`config.mk`:
```
export PLATFORM = sky130hd
export DESIGN_NAME = sm83_alu
export DESIGN_NICKNAME = d
export VERILOG_FILES = /design/src/rtl/sm83_alu_pkg.sv /design/src/rtl/sm83_alu.sv
export SDC_FILE = /design/constraint.sdc
export NUM_CORES = 1
export LEC_CHECK = 0
export ABC_AREA = 0
export CAP_MARGIN = 20
export CORE_ASPECT_RATIO = 0.5
export CORE_MARGIN = 4
export CORE_UTILIZATION = 62
export DETAILED_ROUTE_END_ITERATION = 7
export MAX_ROUTING_LAYER = met4
export PLACE_DENSITY = 0.86
export SLEW_MARGIN = 15
export SYNTH_ARGS = -nofsm -noshare
export SYNTH_HDL_FRONTEND = slang
export SYNTH_SLANG_ARGS = --single-unit
```
`constraint.sdc`:
```
create_clock -name CLK -period 12.9 [get_ports CLK]
set_input_delay 3.225 -clock CLK [delete_from_list [all_inputs] [get_ports CLK]]
set_output_delay 3.225 -clock CLK [all_outputs]
set_load 0.02 [all_outputs]
```
`src/rtl/sm83_alu_pkg.sv`:
```
// rtl/sm83_alu_pkg.sv - operation encodings and flag constants for the SM83 ALU
package sm83_alu_pkg;

    typedef enum logic [4:0] {
        ALU_ADD  = 5'd0,
        ALU_ADC  = 5'd1,
        ALU_SUB  = 5'd2,
        ALU_SBC  = 5'd3,
        ALU_AND  = 5'd4,
        ALU_OR   = 5'd5,
        ALU_XOR  = 5'd6,
        ALU_CP   = 5'd7,
        ALU_INC  = 5'd8,
        ALU_DEC  = 5'd9,
        ALU_SWAP = 5'd10,
        ALU_DAA  = 5'd11,
        ALU_CPL  = 5'd12,
        ALU_CCF  = 5'd13,
        ALU_SCF  = 5'd14,
        ALU_RLC  = 5'd15,
        ALU_RL   = 5'd16,
        ALU_RRC  = 5'd17,
        ALU_RR   = 5'd18,
        ALU_SLA  = 5'd19,
        ALU_SRA  = 5'd20,
        ALU_SRL  = 5'd21,
        ALU_BIT  = 5'd22,
        ALU_SET  = 5'd23,
        ALU_RES  = 5'd24
    } alu_fun_t;

    // Bit positions within the {Z,N,H,C} flag nibble
    localparam int FLAG_Z = 3;
    localparam int FLAG_N = 2;
    localparam int FLAG_H = 1;
    localparam int FLAG_C = 0;

    localparam logic [3:0] Z_FLAG_SET = 4'b1000;
    localparam logic [3:0] N_FLAG_SET = 4'b0100;
    localparam logic [3:0] H_FLAG_SET = 4'b0010;
    localparam logic [3:0] C_FLAG_SET = 4'b0001;

endpackage

```
`src/rtl/sm83_alu.sv`:
```
// rtl/sm83_alu.sv - SM83 8-bit ALU with registered result and flags
module sm83_alu
    import sm83_alu_pkg::*;
(
    input  logic       CLK,
    input  logic       RST,
    input  logic [4:0] ALU_FUN,
    input  logic [7:0] A,
    input  logic [7:0] B,
    input  logic [3:0] FLAGS_IN,
    output logic [7:0] ALU_OUT,
    output logic [3:0] FLAGS_OUT
);

    logic       cin;
    logic       ci;
    logic [8:0] add_sum;
    logic [4:0] add_half;
    logic [8:0] sub_diff;
    logic [4:0] sub_half;
    logic [7:0] bit_mask;
    logic [7:0] daa_adj;
    logic       daa_c;
    logic [7:0] res_d;
    logic [3:0] flg_d;

    assign cin = FLAGS_IN[FLAG_C];

    // Shared adder/subtractor datapath; carry-in only participates for ADC/SBC
    always_comb begin
        ci       = ((ALU_FUN == ALU_ADC) || (ALU_FUN == ALU_SBC)) ? cin : 1'b0;
        add_sum  = {1'b0, A} + {1'b0, B} + {8'b0, ci};
        add_half = {1'b0, A[3:0]} + {1'b0, B[3:0]} + {4'b0, ci};
        sub_diff = {1'b0, A} - {1'b0, B} - {8'b0, ci};
        sub_half = {1'b0, A[3:0]} - {1'b0, B[3:0]} - {4'b0, ci};
        bit_mask = 8'd1 << B[2:0];
    end

    // DAA correction, both tests taken from the uncorrected accumulator
    always_comb begin
        daa_adj = 8'h00;
        daa_c   = cin;
        if (!FLAGS_IN[FLAG_N]) begin
            if (cin || (A > 8'h99)) begin
                daa_adj = daa_adj | 8'h60;
                daa_c   = 1'b1;
            end
            if (FLAGS_IN[FLAG_H] || (A[3:0] > 4'd9)) begin
                daa_adj = daa_adj | 8'h06;
            end
        end else begin
            if (cin) begin
                daa_adj = daa_adj | 8'h60;
            end
            if (FLAGS_IN[FLAG_H]) begin
                daa_adj = daa_adj | 8'h06;
            end
        end
    end

    // Operation select: result and next flags, pass-through by default
    always_comb begin
        res_d = A;
        flg_d = FLAGS_IN;
        case (ALU_FUN)
            ALU_ADD, ALU_ADC: begin
                res_d = add_sum[7:0];
                flg_d = {res_d == 8'h00, 1'b0, add_half[4], add_sum[8]};
            end
            ALU_SUB, ALU_SBC: begin
                res_d = sub_diff[7:0];
                flg_d = {res_d == 8'h00, 1'b1, sub_half[4], sub_diff[8]};
            end
            ALU_CP: begin
                res_d = A;
                flg_d = {sub_diff[7:0] == 8'h00, 1'b1, sub_half[4], sub_diff[8]};
            end
            ALU_AND: begin
                res_d = A & B;
                flg_d = {res_d == 8'h00, 1'b0, 1'b1, 1'b0};
            end
            ALU_OR: begin
                res_d = A | B;
                flg_d = {res_d == 8'h00, 3'b000};
            end
            ALU_XOR: begin
                res_d = A ^ B;
                flg_d = {res_d == 8'h00, 3'b000};
            end
            ALU_INC: begin
                res_d = A + 8'd1;
                flg_d = {res_d == 8'h00, 1'b0, A[3:0] == 4'hF, cin};
            end
            ALU_DEC: begin
                res_d = A - 8'd1;
                flg_d = {res_d == 8'h00, 1'b1, A[3:0] == 4'h0, cin};
            end
            ALU_SWAP: begin
                res_d = {A[3:0], A[7:4]};
                flg_d = {res_d == 8'h00, 3'b000};
            end
            ALU_DAA: begin
                res_d = FLAGS_IN[FLAG_N] ? (A - daa_adj) : (A + daa_adj);
                flg_d = {res_d == 8'h00, FLAGS_IN[FLAG_N], 1'b0, daa_c};
            end
            ALU_CPL: begin
                res_d = ~A;
                flg_d = {FLAGS_IN[FLAG_Z], 1'b1, 1'b1, cin};
            end
            ALU_CCF: begin
                flg_d = {FLAGS_IN[FLAG_Z], 1'b0, 1'b0, ~cin};
            end
            ALU_SCF: begin
                flg_d = {FLAGS_IN[FLAG_Z], 1'b0, 1'b0, 1'b1};
            end
            ALU_RLC: begin
                res_d = {A[6:0], A[7]};
                flg_d = {res_d == 8'h00, 2'b00, A[7]};
            end
            ALU_RL: begin
                res_d = {A[6:0], cin};
                flg_d = {res_d == 8'h00, 2'b00, A[7]};
            end
            ALU_RRC: begin
                res_d = {A[0], A[7:1]};
                flg_d = {res_d == 8'h00, 2'b00, A[0]};
            end
            ALU_RR: begin
                res_d = {cin, A[7:1]};
                flg_d = {res_d == 8'h00, 2'b00, A[0]};
            end
            ALU_SLA: begin
                res_d = {A[6:0], 1'b0};
                flg_d = {res_d == 8'h00, 2'b00, A[7]};
            end
            ALU_SRA: begin
                res_d = {A[7], A[7:1]};
                flg_d = {res_d == 8'h00, 2'b00, A[0]};
            end
            ALU_SRL: begin
                res_d = {1'b0, A[7:1]};
                flg_d = {res_d == 8'h00, 2'b00, A[0]};
            end
            ALU_BIT: begin
                flg_d = {(A & bit_mask) == 8'h00, 1'b0, 1'b1, cin};
            end
            ALU_SET: begin
                res_d = A | bit_mask;
            end
            ALU_RES: begin
                res_d = A & ~bit_mask;
            end
            default: begin
                res_d = A;
                flg_d = FLAGS_IN;
            end
        endcase
    end

    // Output register; reset wins over the computed value
    always_ff @(posedge CLK) begin
        if (RST) begin
            ALU_OUT   <= 8'h00;
            FLAGS_OUT <= 4'b0000;
        end else begin
            ALU_OUT   <= res_d;
            FLAGS_OUT <= flg_d;
        end
    end

endmodule

```
# After elaboration in Yosys (flattened, before gate mapping)
# Cells that the tools add are included.
# classes
n_shift,1
eq_ne,25
mux,11
order_cmp,2
n_reduce_logical,25
n_addsub,12
bitwise_logic,9
# op_table
op,count
8-bit case mux with 19 select lines,1
8-bit zero test,15
4-bit case mux with 20 select lines,1
5-bit equality test (second input constant),9
5-bit by 4-bit equality test with 1-bit output (second input constant),8
8-bit AND,3
7-bit 2-to-1 mux,3
5-bit by 3-bit equality test with 1-bit output (second input constant),4
8-bit NOT,2
8-bit OR,2
7-bit zero test,2
5-bit by 2-bit equality test with 1-bit output (second input constant),2
8-bit by 8-bit adder with 9-bit output,1
9-bit by 1-bit adder with 9-bit output,1
8-bit by 8-bit subtractor with 9-bit output,1
9-bit by 1-bit subtractor with 9-bit output,1
8-bit by 1-bit adder with 8-bit output (second input constant),1
8-bit adder,1
8-bit greater-than comparator (second input constant),1
8-bit 2-to-1 mux,1
1-bit by 3-bit left shift with 8-bit output (first input constant),1
8-bit by 1-bit subtractor with 8-bit output (second input constant),1
8-bit subtractor,1
8-bit bitwise XOR,1
15 further kinds,21
# totals
elab_cells,87
input_bits,27
register_bits,12
out_inout_bits,12

# Depth between registers and ports, before layout
# Gate-level depths: netlist of the first run.
# depth
ltp_word,9
mapped_depth,17

# Worst setup path after synthesis of the first run
# Ideal clock, no wire load.
# synth_timing
path_type,input -> register
from,input A[1]
to,register FLAGS_OUT[3]
path_slack_ns,6.271
path_buffers,1
arrival_ns,6.554
stages,17
required_ns,12.826
cell_sequence,clkbuf_1 > inv_1 > ha_1 > or2_2 > a211oi_1 > a21oi_1 > o21ba_2 > ha_1 > inv_1 > mux2i_1 > ha_1 > nor3b_1 > a311oi_1 > o311ai_0 > nor4_1 > a221oi_1 > a31oi_1
# synth_between
elab_chain_cells,8
# synth_rtl
item,line_no,text
"start, declared",sm83_alu.sv:8,"input logic [7:0] A,"
8-bit greater-than comparator or 4-bit greater-than comparator (tied branches),"sm83_alu.sv:44, sm83_alu.sv:48",
1-bit logical OR (on tied branches),"sm83_alu.sv:44, sm83_alu.sv:48",
7-bit 2-to-1 mux or 3-bit 2-to-1 mux (tied branches),"sm83_alu.sv:44, sm83_alu.sv:48",
7-bit 2-to-1 mux,sm83_alu.sv:43,if (!FLAGS_IN[FLAG_N]) begin
8-bit adder or 8-bit subtractor (tied branches),sm83_alu.sv:103,res_d = FLAGS_IN[FLAG_N] ? (A - daa_adj) : (A + daa_adj);
8-bit 2-to-1 mux,sm83_alu.sv:103,
8-bit zero test,sm83_alu.sv:104,"flg_d = {res_d == 8'h00, FLAGS_IN[FLAG_N], 1'b0, daa_c};"
4-bit case mux with 20 select lines *,sm83_alu.sv:65,case (ALU_FUN)
"end signal, assigned",sm83_alu.sv:167,FLAGS_OUT <= flg_d;
"end, declared",sm83_alu.sv:12,output logic [3:0] FLAGS_OUT
# Every way passes the cells marked *; elsewhere a longest branch is shown, timed or not.
# A chain may end at the register's enable or synchronous reset.

# Worst setup path in the final report of the first run
# Same ends and word-level chain as after synthesis.

==> summary.md, run 1 <==
| Metric | Value |
|---|---|
| Vias in the first global route | 4115 |
| Crit path largest cell delay | 0.46 ns |
| Slew margin rel. | 0.132 |
| Leading area contributor after synthesis | ha_1 |
| Final slew viol count | 0 |
| Fin crit share | 0.590 |
| Crit start category | input pin |
| Worst Tran Pin Value | 1.29 ns |
| Pwr Total | 272 uW |
| Synth Flop Type | dfxtp_1 |
| Post-DR wirelength/cell | 25.0 um |
| Leakage | 0.00155 uW |
| Top-area cell type share of the netlist area | 0.150 |
| Worst-path clk slew | 0.04 ns |
| Ys Warns | 0 |
| Most frequent cells in the layout | nor2_1, ha_1, clkdlybuf4s50_1, inv_1 |
| HP Class | in2reg |
| Crit Path Class | in2reg |
| Area growth syn-to-layout | 11.9% |
| Synth async-reset ratio | 0 |
| First-pass GRT wire length | 23000 um |
| H-tree depth | 1 |
| Initial DRC count | 1144 |
| First-pass detailed-route iteration total | 8 |
| Syn Area/Cell | 7.01 um^2 |
| Final number of hold-violating endpoints | 0 |
| Most frequent CP cell | ha_1 |
| Routability Congestion | 1.20 |
| Max_cap viols | 0 |
| Worst Path Max Fanout | 19 |
| Post-cts resize count | 0 |
| RSZ-0062 raised after global routing | no |
| Rows | 19 |
| # port buffers | 38 |
| Setup Buffers After CTS | 0 |
| CTS tree | built |
| Cells after synthesis | 524 |
| CTS max path bufs | 2 |
| Cts-stage hold buffer count | 0 |
| Die height | 62.4 um |
| Final setup violating endpoints | 0 |
| Routed vias/inst | 7.66 |
| Syn Std Cell Area | 3670 um^2 |
| Synthesized flop and latch total | 12 |
| Share of cells above drive strength 1 | 0.0428 |
| Top post-synthesis cells by area | ha_1, dfxtp_1, nor2_1, o21ai_0, a21oi_1 |
| Post-synth EDFFs | 0 |
| Initial antenna violation count | 0 |
| Ant diodes | 0 |
| Worst VDD drop | 0.0427 mV |
| PD cells | 66.3 nW/um^2 |
| Fmax | 131 MHz |
| Remaining antenna violation count | 0 |
| Syn_nets | 599 |
| Worst path slowest cell | clkdlybuf4s50_1 |
| Number of CTS-inserted buffers | 3 |
| Final core occ | 0.733 |
| Root buf cell | clkbuf_16 |
| Die area | 7300 um^2 |
| Chip width | 117 um |
| Total GRT Usage | 0.413 |
| Required @ worst endpoint | 13.04 ns |
| Routed vias | 4672 |
| Io pins | 39 |
| Synth unique cells | 76 |
| DR DRC count | 0 |
| Register area share after synthesis | 0.0654 |
| Initial Utilization | 0.655 |
| GR Overflow Total | 0 |
| Core ar. | 5610 um^2 |
| Nets | 614 |
| Clk sink count | 12 |
| Cell Chain, Critical Path | clkdlybuf4s50_1 -> buf_4 -> inv_1 -> ha_1 -> or2_2 -> a211oi_1 -> a21oi_1 -> o21ba_2 -> ha_1 -> inv_1 -> mux2i_1 -> ha_1 -> nor3b_1 -> a311oi_1 -> o311ai_0 -> nor4_1 -> a221oi_1 -> a31oi_1 |
| Min Tclk post-route | 7.61 ns |
| Setup TNS | 0 ns |
| Setup crit end kind | flip-flop |
| CP arrival | 7.75 ns |
| Fin cells | 610 |
| Outcome | finished clean |
| WL final | 15200 um |
| Cells after DPL | 607 |
| HPWL Detailed | 11300 um |
| Largest net degree at the start of global routing | 30 |
[power by group]
part	total, uW	leakage, uW	internal, uW	switching [uW]
Sequential	42.2	0.0000997	41.1	1.04
Clock	55.9	0.0000370	40.3	15.5
Combinational	174	0.00142	63.5	111
[layout make-up]
cell class              count  area (um^2)
multi-input cells         442         3150
fillers                   470         1500
repair buffers             43          418
flip-flops and latches     12          240
inverters                  37          139
well taps                  73         91.3
clock buffers               3         75.1
[critical path: cells and delay by family]
kind / cells / cell delay (ns)
buffers and inverters: 4 / 1.08
and+or+nand+nor: 3 / 0.74
adders and majority gates: 3 / 1.04
muxes: 1 / 0.06
AOI/OAI and AO/OA: 7 / 1.61
[cell usage after synthesis (all sizes together) (3+ instances only)]
| cell | instances |
|---|---|
| a2111oi | 6 |
| a211oi | 7 |
| a21o | 3 |
| a21oi | 29 |
| a221o | 5 |
| a221oi | 4 |
| a22oi | 5 |
| a31oi | 11 |
| a32oi | 3 |
| and2 | 3 |
| and4 | 6 |
| buf | 15 |
| clkbuf | 18 |
| dfxtp | 12 |
| fa | 4 |
| ha | 44 |
| inv | 35 |
| mux2i | 8 |
| nand2 | 33 |
| nand2b | 3 |
| nand3 | 14 |
| nand3b | 8 |
| nand4 | 5 |
| nor2 | 46 |
| nor2b | 9 |
| nor3 | 24 |
| nor3b | 4 |
| nor4 | 11 |
| o211ai | 4 |
| o21a | 9 |
| o21ai | 34 |
| o21bai | 3 |
| o221ai | 5 |
| o22ai | 8 |
| o2bb2ai | 3 |
| o311ai | 4 |
| o31ai | 4 |
| o32ai | 3 |
| or2 | 6 |
| or3 | 8 |
| or3b | 4 |
| xnor2 | 14 |
| xor2 | 6 |
[sequential cells by signal, summed over array words and instances, names as in the netlist]
name       cells
ALU_OUT        8
FLAGS_OUT      4
[path summary, 6_finish.rpt]
| check | startpoint | to | cells after the start |
|---|---|---|---|
| worst min-delay path | FLAGS_IN[1] | FLAGS_OUT[1] | 5 |
| worst max-delay path | A[1] | FLAGS_OUT[3] | 18 |
[routing by layer]
layer / track usage / up-vias / part of all wire
met1: 0.564 / 2109 / 0.39
met3: 0.216 / 88 / 0.20
met4: 0.102 / 0 / 0.040
met5: - / - / 0
met2: 0.530 / 463 / 0.37
li1: - / 2012 / -
[cell families (layout without fill, tap and decap cells)]
kind of cell               Yosys count  count (layout)  synth area share
AOI/OAI and AO/OA                  172             172             0.330
xor gates and xnor gates            20              20            0.0477
adders and majority gates           48              48             0.172
buffers and inverters               70              83            0.0794
DFF                                 12              12            0.0654
muxes                                9               9            0.0249
and+or+nand+nor                    193             193             0.281
[metrics by stage]
step | setup slack, ns | area, um^2 | hold WS, ns
finish | 5.29 | 4110 | 3.94
global route | 5.09 | 4110 | 3.97
CTS | 5.43 | 4110 | 3.91
detailed placement | 5.25 | 4040 | 4.02
global placement | 5.37 | 4030 | 4.02
floorplan | 6.27 | 3670 | 3.36
Power figures use the tool's default switching activity.
==> inputs of run 2 (changes only) <==
--- a/config.mk
+++ b/config.mk
@@ -9,10 +9,10 @@
 export CAP_MARGIN = 20
 export CORE_ASPECT_RATIO = 0.5
 export CORE_MARGIN = 4
-export CORE_UTILIZATION = 62
+export CORE_UTILIZATION = 54
 export DETAILED_ROUTE_END_ITERATION = 7
 export MAX_ROUTING_LAYER = met4
-export PLACE_DENSITY = 0.86
+export PLACE_DENSITY = 0.8
 export SLEW_MARGIN = 15
 export SYNTH_ARGS = -nofsm -noshare
 export SYNTH_HDL_FRONTEND = slang
==> constraint.sdc (replaced) <==
create_clock -name CLK -period 6.59 [get_ports CLK]
set_input_delay 1.6475 -clock CLK [delete_from_list [all_inputs] [get_ports CLK]]
set_output_delay 1.6475 -clock CLK [all_outputs]
set_load 0.02 [all_outputs]
==> summary.md, run 2 (same netlist as run 1, synthesis figures left out) <==
| Metric | Value |
|---|---|
| Outcome | finished, violations left (was finished clean) |
| Failing checks | DRC |
| Met1 Track Usage GR | 0.529 (was 0.564) |
| Initial DRC count | 1130 (was 1144) |
| Worst Path Max Fanout | 9 (was 19) |
| Fmax | 177 MHz |
| Gr busiest metal | met2 (was met1) |
| Remaining antenna violation count | 0 (unchanged) |
| Final number of hold-violating endpoints | 0 (unchanged) |
| Worst path slowest cell | clkdlybuf4s50_1 (unchanged) |
| Area growth syn-to-layout | 14.1% (was 11.9%) |
| Die area | 8270 um^2 (was 7300 um^2) |
| Required @ worst endpoint | 6.75 ns (was 13.04 ns) |
| Met3 Track Usage GR | 0.161 (was 0.216) |
| CP Buf/Inv Count | 3 (was 4) |
| Crit start category | input pin (unchanged) |
| Worst VDD drop | 0.0785 mV (was 0.0427 mV) |
| Share of cells above drive strength 1 | 0.0568 (was 0.0428) |
| Hold path depth | 4 (was 5) |
| Core ar. | 6330 um^2 (was 5610 um^2) |
| First-pass GRT wire length | 24300 um (was 23000 um) |
| Chip width | 125 um (was 117 um) |
| WL final | 16100 um (was 15200 um) |
| Worst-path clk slew | 0.05 ns (was 0.04 ns) |
| Vias in the first global route | 4144 (was 4115) |
| Initial antenna violation count | 0 (unchanged) |
| Crit path largest cell delay | 0.48 ns (was 0.46 ns) |
| Setup Buffers After CTS | 0 (unchanged) |
| Total GRT Usage | 0.392 (was 0.413) |
| Clk sink count | 12 (unchanged) |
| Root buf cell | clkbuf_16 (unchanged) |
| Worst setup margin | 0.947 ns (was 5.29 ns) |
| Final core occ | 0.662 (was 0.733) |
| Place WS | 0.815 ns (was 5.25 ns) |
| Final setup violating endpoints | 0 (unchanged) |
| Fin cells | 634 (was 610) |
| Nets | 623 (was 614) |
| CTS max path bufs | 2 (unchanged) |
| Routed vias/inst | 7.41 (was 7.66) |
| Most frequent cells in the layout | nor2_1, ha_1, clkdlybuf4s50_1, inv_1 (unchanged) |
| Cells after DPL | 631 (was 607) |
| Slew margin rel. | 0.363 (was 0.132) |
| HP Class | in2reg (unchanged) |
| Final slew viol count | 0 (unchanged) |
| PD cells | 131 nW/um^2 (was 66.3 nW/um^2) |
| Max reg flops | 8 (unchanged) |
| Worst setup startpoint | A[1] (unchanged) |
| Leakage | 0.00160 uW (was 0.00155 uW) |
| Ant diodes | 0 (unchanged) |
| HPWL Detailed | 12000 um (was 11300 um) |
| Post-cts resize count | 0 (unchanged) |
| Largest net degree at the start of global routing | 30 (unchanged) |
| Final instance area | 4190 um^2 (was 4110 um^2) |
| Post-DR wirelength/cell | 25.4 um (was 25.0 um) |
| GR Overflow Total | 0 (unchanged) |
| Max_cap viols | 0 (unchanged) |
| Initial Utilization | 0.580 (was 0.655) |
| CP top delay family | compound AO/OA/AOI/OAI gates (unchanged) |
| H-tree depth | 1 (unchanged) |
| Worst Tran Pin Value | 0.948 ns (was 1.29 ns) |
| Largest reg by FF count | ALU_OUT (unchanged) |
| Worst Setup EP | FLAGS_OUT[3] (unchanged) |
| DR DRC count | 15 (was 0) |
| Crit Path Class | in2reg (unchanged) |
| Largest registers | ALU_OUT: 8 flops, FLAGS_OUT: 4 flops (unchanged) |
| Routability Congestion | 1.05 (was 1.20) |
| Die height | 66.3 um (was 62.4 um) |
| Number of CTS-inserted buffers | 3 (unchanged) |
| Setup crit end kind | flip-flop (unchanged) |
| Min Tclk post-route | 5.64 ns |
| GR Layer Usage met2 | 0.534 (was 0.530) |
| Rows | 20 (was 19) |
| CTS tree | built (unchanged) |
| Path length in cells of the critical path | 17 (was 18) |
| Setup TNS | 0 ns (unchanged) |
| Io pins | 39 (unchanged) |
| Routed vias | 4699 (was 4672) |
| Cell Chain, Critical Path | clkdlybuf4s50_1 -> inv_1 -> ha_1 -> or2_2 -> a211oi_1 -> a21oi_1 -> o21ba_2 -> ha_1 -> inv_1 -> mux2i_1 -> ha_1 -> nor3b_1 -> a311oi_1 -> o311ai_0 -> nor4_1 -> a221oi_1 -> a31oi_1 (was clkdlybuf4s50_1 -> buf_4 -> inv_1 -> ha_1 -> or2_2 -> a211oi_1 -> a21oi_1 -> o21ba_2 -> ha_1 -> inv_1 -> mux2i_1 -> ha_1 -> nor3b_1 -> a311oi_1 -> o311ai_0 -> nor4_1 -> a221oi_1 -> a31oi_1) |
| RSZ-0062 raised after global routing | no (unchanged) |
| Fill count | 552 (was 470) |
| Fin crit share | 0.856 |
| Cts-stage hold buffer count | 0 (unchanged) |
| First-pass detailed-route iteration total | 8 (unchanged) |
| # port buffers | 38 (unchanged) |
| Most frequent CP cell | ha_1 (unchanged) |
| Placed cell areas | 4120 um^2 (was 4040 um^2) |
| CP arrival | 5.81 ns (was 7.75 ns) |
run 2: changes by cell type in the layout (fill, tap and decap cells not counted), sizes merged:
cell	change
buf	+9
run 2: through the flow:
stage / hold slack [ns] / power (uW)
detailed placement: 2.45 / 409
global route: 2.25 / 570
floorplan: 1.79 / 294
CTS: 2.19 / 530
global placement: 2.45 / 406
finish: 2.20 / 550
run 2: worst min-delay path by stage:
stage	start	endpoint	slack [ns]
floorplan	RST	ALU_OUT[6]	1.79
global placement	ALU_OUT[1]	ALU_OUT[1]	2.45
detailed placement	ALU_OUT[6]	ALU_OUT[6]	2.45
CTS	FLAGS_IN[0]	FLAGS_OUT[0]	2.19
global route	FLAGS_IN[0]	FLAGS_OUT[0]	2.25
finish	FLAGS_IN[0]	FLAGS_OUT[0]	2.20
run 2: final cells by class:
class / count / area [um^2] / area share
Multi-Input combinational cell: 442 / 3140 / 0.750
Sequential cell: 12 / 240 / 0.0573
Timing Repair Buffer: 52 / 485 / 0.116
Tap cell: 88 / 110 / 0.0263
Clock buffer: 3 / 75.1 / 0.0179
Inverter: 37 / 139 / 0.0331
run 2: worst min-delay path, stage by stage:
cell	delay [ns]
clkdlybuf4s50_1	0.39
buf_4	0.19
nor2_1	0.11
a311oi_1	0.06
run 2: power breakdown:
| group | switching [uW] | internal, uW |
|---|---|---|
| sequential | 2.32 | 80.2 |
| clock | 43.0 | 80.0 |
| combinational | 217 | 127 |
| total | 263 | 288 |
run 2: layer usage:
layer | up-vias | wire (um)
li1 | 2042 | -
met1 | 2132 | 6530
met2 | 447 | 5820
met3 | 78 | 3110
met4 | 0 | 613
met5 | - | 0
==> inputs of run 3 (changes only) <==
--- a/config.mk
+++ b/config.mk
@@ -9,11 +9,10 @@
 export CAP_MARGIN = 20
 export CORE_ASPECT_RATIO = 0.5
 export CORE_MARGIN = 4
-export CORE_UTILIZATION = 54
+export CORE_UTILIZATION = 35
 export DETAILED_ROUTE_END_ITERATION = 7
+export HOLD_SLACK_MARGIN = 0.05
 export MAX_ROUTING_LAYER = met4
-export PLACE_DENSITY = 0.8
-export SLEW_MARGIN = 15
 export SYNTH_ARGS = -nofsm -noshare
 export SYNTH_HDL_FRONTEND = slang
 export SYNTH_SLANG_ARGS = --single-unit
==> summary.md, run 3 (same netlist as run 1, synthesis figures left out) <==
| Metric | Value |
|---|---|
| CP arrival | 5.66 ns (was 5.81 ns) |
| Worst Tran Pin Value | 0.831 ns (was 0.948 ns) |
| Crit start category | input pin (unchanged) |
| Fmax | 182 MHz (was 177 MHz) |
| Worst-path clk slew | 0.05 ns (about the same) |
| Most frequent cells in the layout | nor2_1, ha_1, clkdlybuf4s50_1, inv_1 (unchanged) |
| Final slew viol count | 0 (unchanged) |
| Rows | 26 (was 20) |
| First-pass GRT wire length | 23800 um (was 24300 um) |
| Post-Route M1 WL | 6920 um (was 6530 um) |
| HPWL Detailed | 11800 um (was 12000 um) |
| Largest net degree at the start of global routing | 30 (unchanged) |
| First-pass detailed-route iteration total | 6 (was 8) |
| Routed vias | 4514 (was 4699) |
| Final setup violating endpoints | 0 (unchanged) |
| HP Class | in2reg (unchanged) |
| Crit Path Class | in2reg (unchanged) |
| Root buf cell | clkbuf_16 (unchanged) |
| PD cells | 128 nW/um^2 (was 131 nW/um^2) |
| Worst VDD drop | 0.0663 mV (was 0.0785 mV) |
| Initial DRC count | 668 (was 1130) |
| Die height | 80.4 um (was 66.3 um) |
| Final number of hold-violating endpoints | 0 (unchanged) |
| Setup Buffers After CTS | 0 (unchanged) |
| Io pins | 39 (unchanged) |
| Post-DR wirelength/cell | 22.6 um (was 25.4 um) |
| H-tree depth | 1 (unchanged) |
| Hold path depth | 4 (unchanged) |
| Max reg flops | 8 (unchanged) |
| Initial Utilization | 0.360 (was 0.580) |
| Largest reg by FF count | ALU_OUT (unchanged) |
| Routability Congestion | 1.18 (was 1.05) |
| Place WS | 0.907 ns (was 0.815 ns) |
| Worst Path Max Fanout | 9 (unchanged) |
| Core ar. | 10200 um^2 (was 6330 um^2) |
| Clk sink count | 12 (unchanged) |
| Initial antenna violation count | 0 (unchanged) |
| Die area | 12300 um^2 (was 8270 um^2) |
| Min Tclk post-route | 5.50 ns (was 5.64 ns) |
| Top layer in use | met4 (unchanged) |
| Leakage | 0.00162 uW (was 0.00160 uW) |
| Share of cells above drive strength 1 | 0.0636 (was 0.0568) |
| Required @ worst endpoint | 6.75 ns (about the same) |
| Routed vias/inst | 6.54 (was 7.41) |
| Ant diodes | 0 (unchanged) |
| CTS tree | built (unchanged) |
| Setup TNS | 0 ns (unchanged) |
| Setup crit end kind | flip-flop (unchanged) |
| Chip width | 153 um (was 125 um) |
| Worst setup margin | 1.09 ns (was 0.947 ns) |
| CTS max path bufs | 2 (unchanged) |
| Number of CTS-inserted buffers | 3 (unchanged) |
| Slew margin rel. | 0.432 (was 0.363) |
| Outcome | finished clean (was finished, violations left) |
| WL final | 15600 um (was 16100 um) |
| Final core occ | 0.420 (was 0.662) |
| Area growth syn-to-layout | 16.9% (was 14.1%) |
| Max_cap viols | 0 (unchanged) |
| Fin crit share | 0.835 (was 0.856) |
| GR Overflow Total | 0 (unchanged) |
| Remaining antenna violation count | 0 (unchanged) |
| DR DRC count | 0 (was 15) |
| RSZ-0062 raised after global routing | no (unchanged) |
| Met2 wire length | 5980 um (was 5820 um) |
| Met3 wire length | 2270 um (was 3110 um) |
| Nets | 626 (was 623) |
| Post-cts resize count | 0 (unchanged) |
| # port buffers | 38 (unchanged) |
| Largest registers | ALU_OUT: 8 flops, FLAGS_OUT: 4 flops (unchanged) |
| Cts-stage hold buffer count | 0 (unchanged) |
| Vias in the first global route | 3963 (was 4144) |
| Total GRT Usage | 0.251 (was 0.392) |
[run 3: cell types whose count changed in the layout (fill, tap and decap cells not counted), sizes merged]
cell    change
buf         +3
clkbuf      +1
[run 3: final timing paths]
check	startpoint	to	slack (ns)
max	A[1]	FLAGS_OUT[3]	1.09
min	FLAGS_IN[0]	FLAGS_OUT[0]	2.23
[run 3: layout make-up]
type                    instances  area [um^2]
fillers                      1091         5920
well taps                     140          175
multi-input cells             442         3140
repair buffers                 55          508
inverters                      37          139
clock buffers                   4         88.8
flip-flops and latches         12          240
[run 3: power by group]
part / total, uW / internal [uW] / switching (uW)
sequential: 82.3 / 80.4 / 1.87
clock: 125 / 91.7 / 32.9
combinational: 342 / 128 / 214
[run 3: per-stage QoR]
stage | cells | power [uW] | hold slack [ns] | area (um^2)
floorplan | 524 | 294 | 1.79 | 3670
global route | 690 | 577 | 2.25 | 4290
CTS | 690 | 537 | 2.21 | 4290
finish | 690 | 549 | 2.23 | 4290
global placement | 686 | 412 | 2.44 | 4200
detailed placement | 686 | 412 | 2.45 | 4200
[run 3: metal layers]
layer,vias to the layer above,GRT usage
li1,2040,-
met1,2107,0.352
met2,318,0.346
met3,49,0.0802
met4,0,0.0596
met5,-,-
[run 3: worst max-delay path, stage by stage]
cell and delay [ns]:
clkdlybuf4s50_1 0.48, inv_1 0.24, ha_1 0.35, or2_2 0.31, a211oi_1 0.29, a21oi_1 0.12, o21ba_2 0.24, ha_1 0.29
inv_1 0.05, mux2i_1 0.07, ha_1 0.38, nor3b_1 0.07, a311oi_1 0.25, o311ai_0 0.23, nor4_1 0.31, a221oi_1 0.12
a31oi_1 0.21
